`src/rtl/apb_master_bridge_if.sv`:
```
// apb_master_bridge_if: command, response and APB signals between a requester and the APB bus
interface apb_master_bridge_if #(parameter int ADDR_W = 32, parameter int DATA_W = 32);
  logic              cmd_valid;
  logic              cmd_ready;
  logic              cmd_write;
  logic [ADDR_W-1:0] cmd_addr;
  logic [DATA_W-1:0] cmd_wdata;
  logic              rsp_valid;
  logic              rsp_ready;
  logic [DATA_W-1:0] rsp_rdata;
  logic              rsp_err;
  logic              psel;
  logic              penable;
  logic              pwrite;
  logic [ADDR_W-1:0] paddr;
  logic [DATA_W-1:0] pwdata;
  logic              pready;
  logic              pslverr;
  logic [DATA_W-1:0] prdata;
  modport master (
    input  cmd_valid, cmd_write, cmd_addr, cmd_wdata, rsp_ready, pready, pslverr, prdata,
    output cmd_ready, rsp_valid, rsp_rdata, rsp_err, psel, penable, pwrite, paddr, pwdata
  );
  modport slave (
    output cmd_valid, cmd_write, cmd_addr, cmd_wdata, rsp_ready, pready, pslverr, prdata,
    input  cmd_ready, rsp_valid, rsp_rdata, rsp_err, psel, penable, pwrite, paddr, pwdata
  );
endinterface

```
`src/rtl/apb_master_bridge.sv`:
```
// apb_master_bridge: valid/ready command stream to APB SETUP/ACCESS transfers, one in flight.
// Define APB_MASTER_TIMEOUT_EN to abort an ACCESS phase after TIMEOUT_CYCLES wait cycles.
module apb_master_bridge #(
  parameter int ADDR_W         = 32,
  parameter int DATA_W         = 32,
  parameter int TIMEOUT_CYCLES = 16
) (
  input  logic                pclk,
  input  logic                presetn,
  apb_master_bridge_if.master bus
);
  typedef enum logic [1:0] {IDLE, SETUP, ACCESS, RESP} state_t;
  state_t state, state_nxt;
  logic   accept, misaligned, done, timeout;
  assign accept     = state == IDLE && bus.cmd_valid;
  assign misaligned = bus.cmd_addr[1:0] != 2'b00;
  assign done       = state == ACCESS && bus.pready;
`ifdef APB_MASTER_TIMEOUT_EN
  localparam int CW = $clog2(TIMEOUT_CYCLES + 1);
  logic [CW-1:0] cnt;
  always_ff @(posedge pclk or negedge presetn)
    if (!presetn) cnt <= '0;
    else if (state != ACCESS) cnt <= '0;
    else if (!bus.pready) cnt <= cnt + 1'b1;
  // this cycle is the last allowed wait cycle; a pready arriving now still wins
  assign timeout = state == ACCESS && !bus.pready && cnt == CW'(TIMEOUT_CYCLES - 1);
`else
  logic unused_timeout_cfg;
  assign unused_timeout_cfg = TIMEOUT_CYCLES == 0;
  assign timeout = 1'b0;
`endif
  always_ff @(posedge pclk or negedge presetn)
    if (!presetn) state <= IDLE;
    else state <= state_nxt;
  always_comb begin
    state_nxt = state;
    case (state)
      IDLE:    state_nxt = accept ? (misaligned ? RESP : SETUP) : IDLE;
      SETUP:   state_nxt = ACCESS;
      ACCESS:  state_nxt = done || timeout ? RESP : ACCESS;
      default: state_nxt = bus.rsp_ready ? IDLE : RESP;
    endcase
  end
  assign bus.cmd_ready = presetn && state == IDLE;
  assign bus.psel      = state == SETUP || state == ACCESS;
  assign bus.penable   = state == ACCESS;
  assign bus.rsp_valid = state == RESP;
  always_ff @(posedge pclk or negedge presetn)
    if (!presetn) begin
      bus.paddr     <= '0;
      bus.pwdata    <= '0;
      bus.pwrite    <= 1'b0;
      bus.rsp_rdata <= '0;
      bus.rsp_err   <= 1'b0;
    end else if (accept) begin
      bus.paddr     <= bus.cmd_addr;
      bus.pwdata    <= bus.cmd_wdata;
      bus.pwrite    <= bus.cmd_write;
      bus.rsp_rdata <= '0;
      bus.rsp_err   <= misaligned;
    end else if (done || timeout) begin
      bus.rsp_err   <= !done || bus.pslverr;
      bus.rsp_rdata <= done && !bus.pwrite && !bus.pslverr ? bus.prdata : '0;
    end
endmodule

```
`src/flat_wrapper.sv`:
```
// flat-port wrapper written by rule: the top's interface ports become plain ports
module apb_master_bridge_flat 
#(
  parameter int ADDR_W         = 32,
  parameter int DATA_W         = 32,
  parameter int TIMEOUT_CYCLES = 16
)
  (pclk, presetn, bus_cmd_valid, bus_cmd_write, bus_cmd_addr, bus_cmd_wdata, bus_rsp_ready, bus_pready, bus_pslverr, bus_prdata, bus_cmd_ready, bus_rsp_valid, bus_rsp_rdata, bus_rsp_err, bus_psel, bus_penable, bus_pwrite, bus_paddr, bus_pwdata);
  apb_master_bridge_if #(.ADDR_W(ADDR_W), .DATA_W(DATA_W)) bus_i ();
  input  logic pclk;
  input  logic presetn;
  input wire logic [$bits(bus_i.cmd_valid)-1:0] bus_cmd_valid;
  input wire logic [$bits(bus_i.cmd_write)-1:0] bus_cmd_write;
  input wire logic [$bits(bus_i.cmd_addr)-1:0] bus_cmd_addr;
  input wire logic [$bits(bus_i.cmd_wdata)-1:0] bus_cmd_wdata;
  input wire logic [$bits(bus_i.rsp_ready)-1:0] bus_rsp_ready;
  input wire logic [$bits(bus_i.pready)-1:0] bus_pready;
  input wire logic [$bits(bus_i.pslverr)-1:0] bus_pslverr;
  input wire logic [$bits(bus_i.prdata)-1:0] bus_prdata;
  output wire logic [$bits(bus_i.cmd_ready)-1:0] bus_cmd_ready;
  output wire logic [$bits(bus_i.rsp_valid)-1:0] bus_rsp_valid;
  output wire logic [$bits(bus_i.rsp_rdata)-1:0] bus_rsp_rdata;
  output wire logic [$bits(bus_i.rsp_err)-1:0] bus_rsp_err;
  output wire logic [$bits(bus_i.psel)-1:0] bus_psel;
  output wire logic [$bits(bus_i.penable)-1:0] bus_penable;
  output wire logic [$bits(bus_i.pwrite)-1:0] bus_pwrite;
  output wire logic [$bits(bus_i.paddr)-1:0] bus_paddr;
  output wire logic [$bits(bus_i.pwdata)-1:0] bus_pwdata;
  assign bus_i.cmd_valid = bus_cmd_valid;
  assign bus_i.cmd_write = bus_cmd_write;
  assign bus_i.cmd_addr = bus_cmd_addr;
  assign bus_i.cmd_wdata = bus_cmd_wdata;
  assign bus_i.rsp_ready = bus_rsp_ready;
  assign bus_i.pready = bus_pready;
  assign bus_i.pslverr = bus_pslverr;
  assign bus_i.prdata = bus_prdata;
  assign bus_cmd_ready = bus_i.cmd_ready;
  assign bus_rsp_valid = bus_i.rsp_valid;
  assign bus_rsp_rdata = bus_i.rsp_rdata;
  assign bus_rsp_err = bus_i.rsp_err;
  assign bus_psel = bus_i.psel;
  assign bus_penable = bus_i.penable;
  assign bus_pwrite = bus_i.pwrite;
  assign bus_paddr = bus_i.paddr;
  assign bus_pwdata = bus_i.pwdata;
  apb_master_bridge #(.ADDR_W(ADDR_W), .DATA_W(DATA_W), .TIMEOUT_CYCLES(TIMEOUT_CYCLES)) u_core (.pclk(pclk), .presetn(presetn), .bus(bus_i));
endmodule
```
`config.mk`:
```
export PLATFORM = sky130hd
export DESIGN_NAME = apb_master_bridge_flat
export DESIGN_NICKNAME = d
export VERILOG_FILES = /design/src/rtl/apb_master_bridge_if.sv /design/src/rtl/apb_master_bridge.sv /design/src/flat_wrapper.sv
export SDC_FILE = /design/constraint.sdc
export NUM_CORES = 1
export LEC_CHECK = 0
export ABC_AREA = 1
export BUFFER_PORTS_ARGS = -buffer_cell sky130_fd_sc_hd__buf_2
export CORE_MARGIN = 10
export CORE_UTILIZATION = 45
export CTS_CLUSTER_DIAMETER = 40
export DETAILED_ROUTE_END_ITERATION = 12
export PLACE_DENSITY = 0.78
export SETUP_SLACK_MARGIN = 0.4
export SLEW_MARGIN = 20
export SYNTH_ARGS = -nofsm -noshare
export SYNTH_HDL_FRONTEND = slang
export SYNTH_SLANG_ARGS = --single-unit
export TNS_END_PERCENT = 1
```
`constraint.sdc`:
```
create_clock -name pclk -period 1.5 [get_ports pclk]
set_input_delay 0.45 -clock pclk [delete_from_list [all_inputs] [get_ports pclk]]
set_output_delay 0.45 -clock pclk [all_outputs]
set_load 0.02 [all_outputs]
```
==> impl_metrics.env <==
export IMPL_grt_first_pass_wirelength_um=20100
export IMPL_hold_path_class="in -> async"
export IMPL_rsz0062_at_grt="yes"
export IMPL_rr_worst_depth=8
export IMPL_clkTransAtPathRegs_ns=0.09
export IMPL_drive_gt1_share_pct=38.5
export IMPL_cp_required_ns=1.05
export IMPL_fmax_ghz=0.602
export IMPL_start_util_pct=46.9
export IMPL_period_minus_slack_ns=1.66
export IMPL_use_met3_pct=8.93
export IMPL_viasPerCell=4.81
export IMPL_grt_pass1_vias=3853
export IMPL_met2_usage_pct=32.0
export IMPL_io_buffers=204
export IMPL_worst_r2r_endpoint="u_core.bus.rsp_rdata[17]$_DFFE_PN0P_"
export IMPL_dieArea_um2=12800
export IMPL_synth_area_per_cell_um2=8.89
export IMPL_slew_headroom_pct=64.7
export IMPL_grt_overflow_total=0
export IMPL_drc_errors=0
export IMPL_clockBufferDepth=2
export IMPL_seq_area_frac_synth_pct=64.0
export IMPL_die_x_um=113
export IMPL_cp_cell_sequence="buf_6 -> ha_4 -> buf_6"
export IMPL_timing_hold_ws_ns=0.167
export IMPL_h_tree_depth=3
export IMPL_insertion_delay_ns=0.35
export IMPL_antenna_found_initial=1
export IMPL_r2r_slack_ns=-0.08
export IMPL_wl_um=12700
export IMPL_synth_cell_types=17
export IMPL_fin_util_pct=72.3
export IMPL_multi_input_area_um2=1350
export IMPL_p_leak_nw=3.40
export IMPL_cts_root_buf="clkbuf_8"
export IMPL_clock_skew_ns=0.0143
export IMPL_grt_start_max_net_pins=101
export IMPL_crit_type="reg -> out"
export IMPL_powerDensity_nw_per_um2=2140
export IMPL_crit_fanout=3
export IMPL_hold_buffers=0
export IMPL_crit_path_end_kind="output pin"
export IMPL_drtIter0Drc=245
export IMPL_synth_area_top_cells="dfrtp_1, nand2_1, nand3_1"
export IMPL_synth_top_area_cell="dfrtp_1"
export IMPL_dpl_hpwl_um=8970
export IMPL_final_common_cell="nand2_1"
export IMPL_setup_viol_count_final=19
export IMPL_worstMarginPinSlew_ns=0.529
export IMPL_outcome="finished, violations left"
export IMPL_vdd_drop_max_uv=1200
export IMPL_die_h_um=113
export IMPL_mostFrequentLayoutCells="nand2_1, buf_6, buf_2"
export IMPL_fin_crit_sh_pct=111
export IMPL_slowest_stage="dfrtp_1"
export IMPL_critical_path_top_delay_family="flip-flops"
export IMPL_synth_top_area_share_pct=64.0
export IMPL_grt_busiest_layer="met2"
export IMPL_syn_inst=440
export IMPL_ys_warn_count=0
export IMPL_maxCapViolCount=0
export IMPL_violations="setup timing"
export IMPL_track_usage_pct=19.2
export IMPL_r2r_start="u_core.state[1]$_DFF_PN0_"
export IMPL_cts_buffers=9
export IMPL_fin_ws_ns=-0.162
export IMPL_cts_tree="built"
export IMPL_met1_usage_pct=21.2
export IMPL_final_max_slew_viol_count=0
export IMPL_start_kind="flip-flop"
export IMPL_cpMostUsedCell="buf_6"
export IMPL_vias=3629
export IMPL_finalHoldViolCount=0
export IMPL_fillCellCount=627
export IMPL_drtPass1Iterations=4
export IMPL_syn_num_nets=546
export IMPL_area_growth_pct=54.2
export IMPL_nNetsFinal=750
export IMPL_synth_seq_cells=100
export IMPL_fp_coreArea_um2=8340
export IMPL_ios=205
export IMPL_place_congestion=0.822
export IMPL_antenna_left=0
export IMPL_worstPathArrival_ns=1.21
export IMPL_rows=33
export IMPL_seqCellArea_um2=2500
export IMPL_wl_per_cell_um=16.8
export IMPL_synth_area_um2=3910
export IMPL_slowest_delay_ns=0.43
export IMPL_cp_num_buf_inv=2
export IMPL_cts_sinks=100
-- worst reg2reg max path, cell delays in order, from the launching register on --
cell	delay (ns)
dfrtp_1	0.42
inv_2	0.06
ha_4	0.16
buf_4	0.15
nand2_8	0.08
inv_8	0.07
nor2_4	0.35
nand3_1	0.14
nand2_1	0.09
-- how the worst max path moves through the flow --
| stage | endpoint | cells past startpoint | slack (ns) | from |
|---|---|---|---|---|
| global route | bus_cmd_ready | 5 | -0.22 | u_core.state[1]$_DFF_PN0_ |
| floorplan | u_core.bus.rsp_rdata[1]$_DFFE_PN0P_ | 7 | 0.29 | u_core.state[0]$_DFF_PN0_ |
| detailed placement | u_core.state[0]$_DFF_PN0_ | 6 | -0.006 | u_core.state[1]$_DFF_PN0_ |
| finish | bus_penable | 3 | -0.16 | u_core.state[1]$_DFF_PN0_ |
| CTS | bus_cmd_ready | 5 | -0.17 | u_core.state[0]$_DFF_PN0_ |
| global placement | u_core.state[0]$_DFF_PN0_ | 6 | 0.06 | u_core.state[1]$_DFF_PN0_ |
-- state kept, by name (all words and copies together), names as in the netlist --
signal and cells:
u_core.bus.paddr 32, u_core.bus.pwdata 32, u_core.bus.rsp_rdata 32, u_core.state 2
u_core.bus.pwrite 1, u_core.bus.rsp_err 1
-- power by group --
group	internal (W)	switching, W
logic	0.00300	0.00362
clock network	0.000705	0.000929
registers	0.00377	0.000866
total	0.00749	0.00541
-- final cells by class --
| class | instances | share of cell area [%] |
|---|---|---|
| sequential | 100 | 41.5 |
| clock inverter | 4 | 0.539 |
| clock buffer | 12 | 2.57 |
| antenna | 1 | 0.0415 |
| tap | 105 | 2.18 |
| multi-input combinational | 310 | 22.4 |
| timing repair buffer | 213 | 29.8 |
| inverter | 10 | 0.954 |
-- cells by family (layout without fill, tap and decap cells) --
logic type | after synthesis | after routing | synth area share [%]
fa+ha+maj | 3 | 3 | 0.960
other cells | 0 | 1 | 0
compound gates | 4 | 4 | 0.512
simple gates | 301 | 303 | 30.7
buf+inv | 32 | 239 | 3.84
flops | 100 | 100 | 64.0
-- Yosys cell counts (all sizes together) --
cell type and number:
nand2 262, dfrtp 100, nand3 33, buf 18
inv 10, nor2 5, clkbuf 4, ha 3
o21ai 3, a21oi 1, or2 1
-- layer usage --
| layer | up-vias | part of all wire (%) |
|---|---|---|
| met4 | 0 | 1.6 |
| met3 | 15 | 12 |
| li1 | 1751 | - |
| met5 | - | 0 |
| met2 | 173 | 50 |
| met1 | 1690 | 37 |
-- stage by stage --
stage / worst slack, ns / area (um2) / TNS, ns / cells / total power, W
after global placement: 0.0581 / 5100 / 0 / 734 / 0.00938
after global routing: -0.224 / 6030 / -4.11 / 754 / 0.0137
after detailed placement: -0.00631 / 5100 / -0.00631 / 734 / 0.00956
after floorplan: 0.287 / 3990 / 0 / 440 / 0.00770
after CTS: -0.174 / 5940 / -1.91 / 752 / 0.0128
final: -0.162 / 6030 / -1.34 / 755 / 0.0129
-- timing repair --
action | in CTS | in global routing
pin swaps | 1 | 5
gates resized for setup | 206 | 14
hold endpoints to repair | 0 | 0
setup endpoints to repair | 202 | 202
buffers inserted | 2 | 0
cloned | 0 | 2
(Power assumes the default switching activity.)
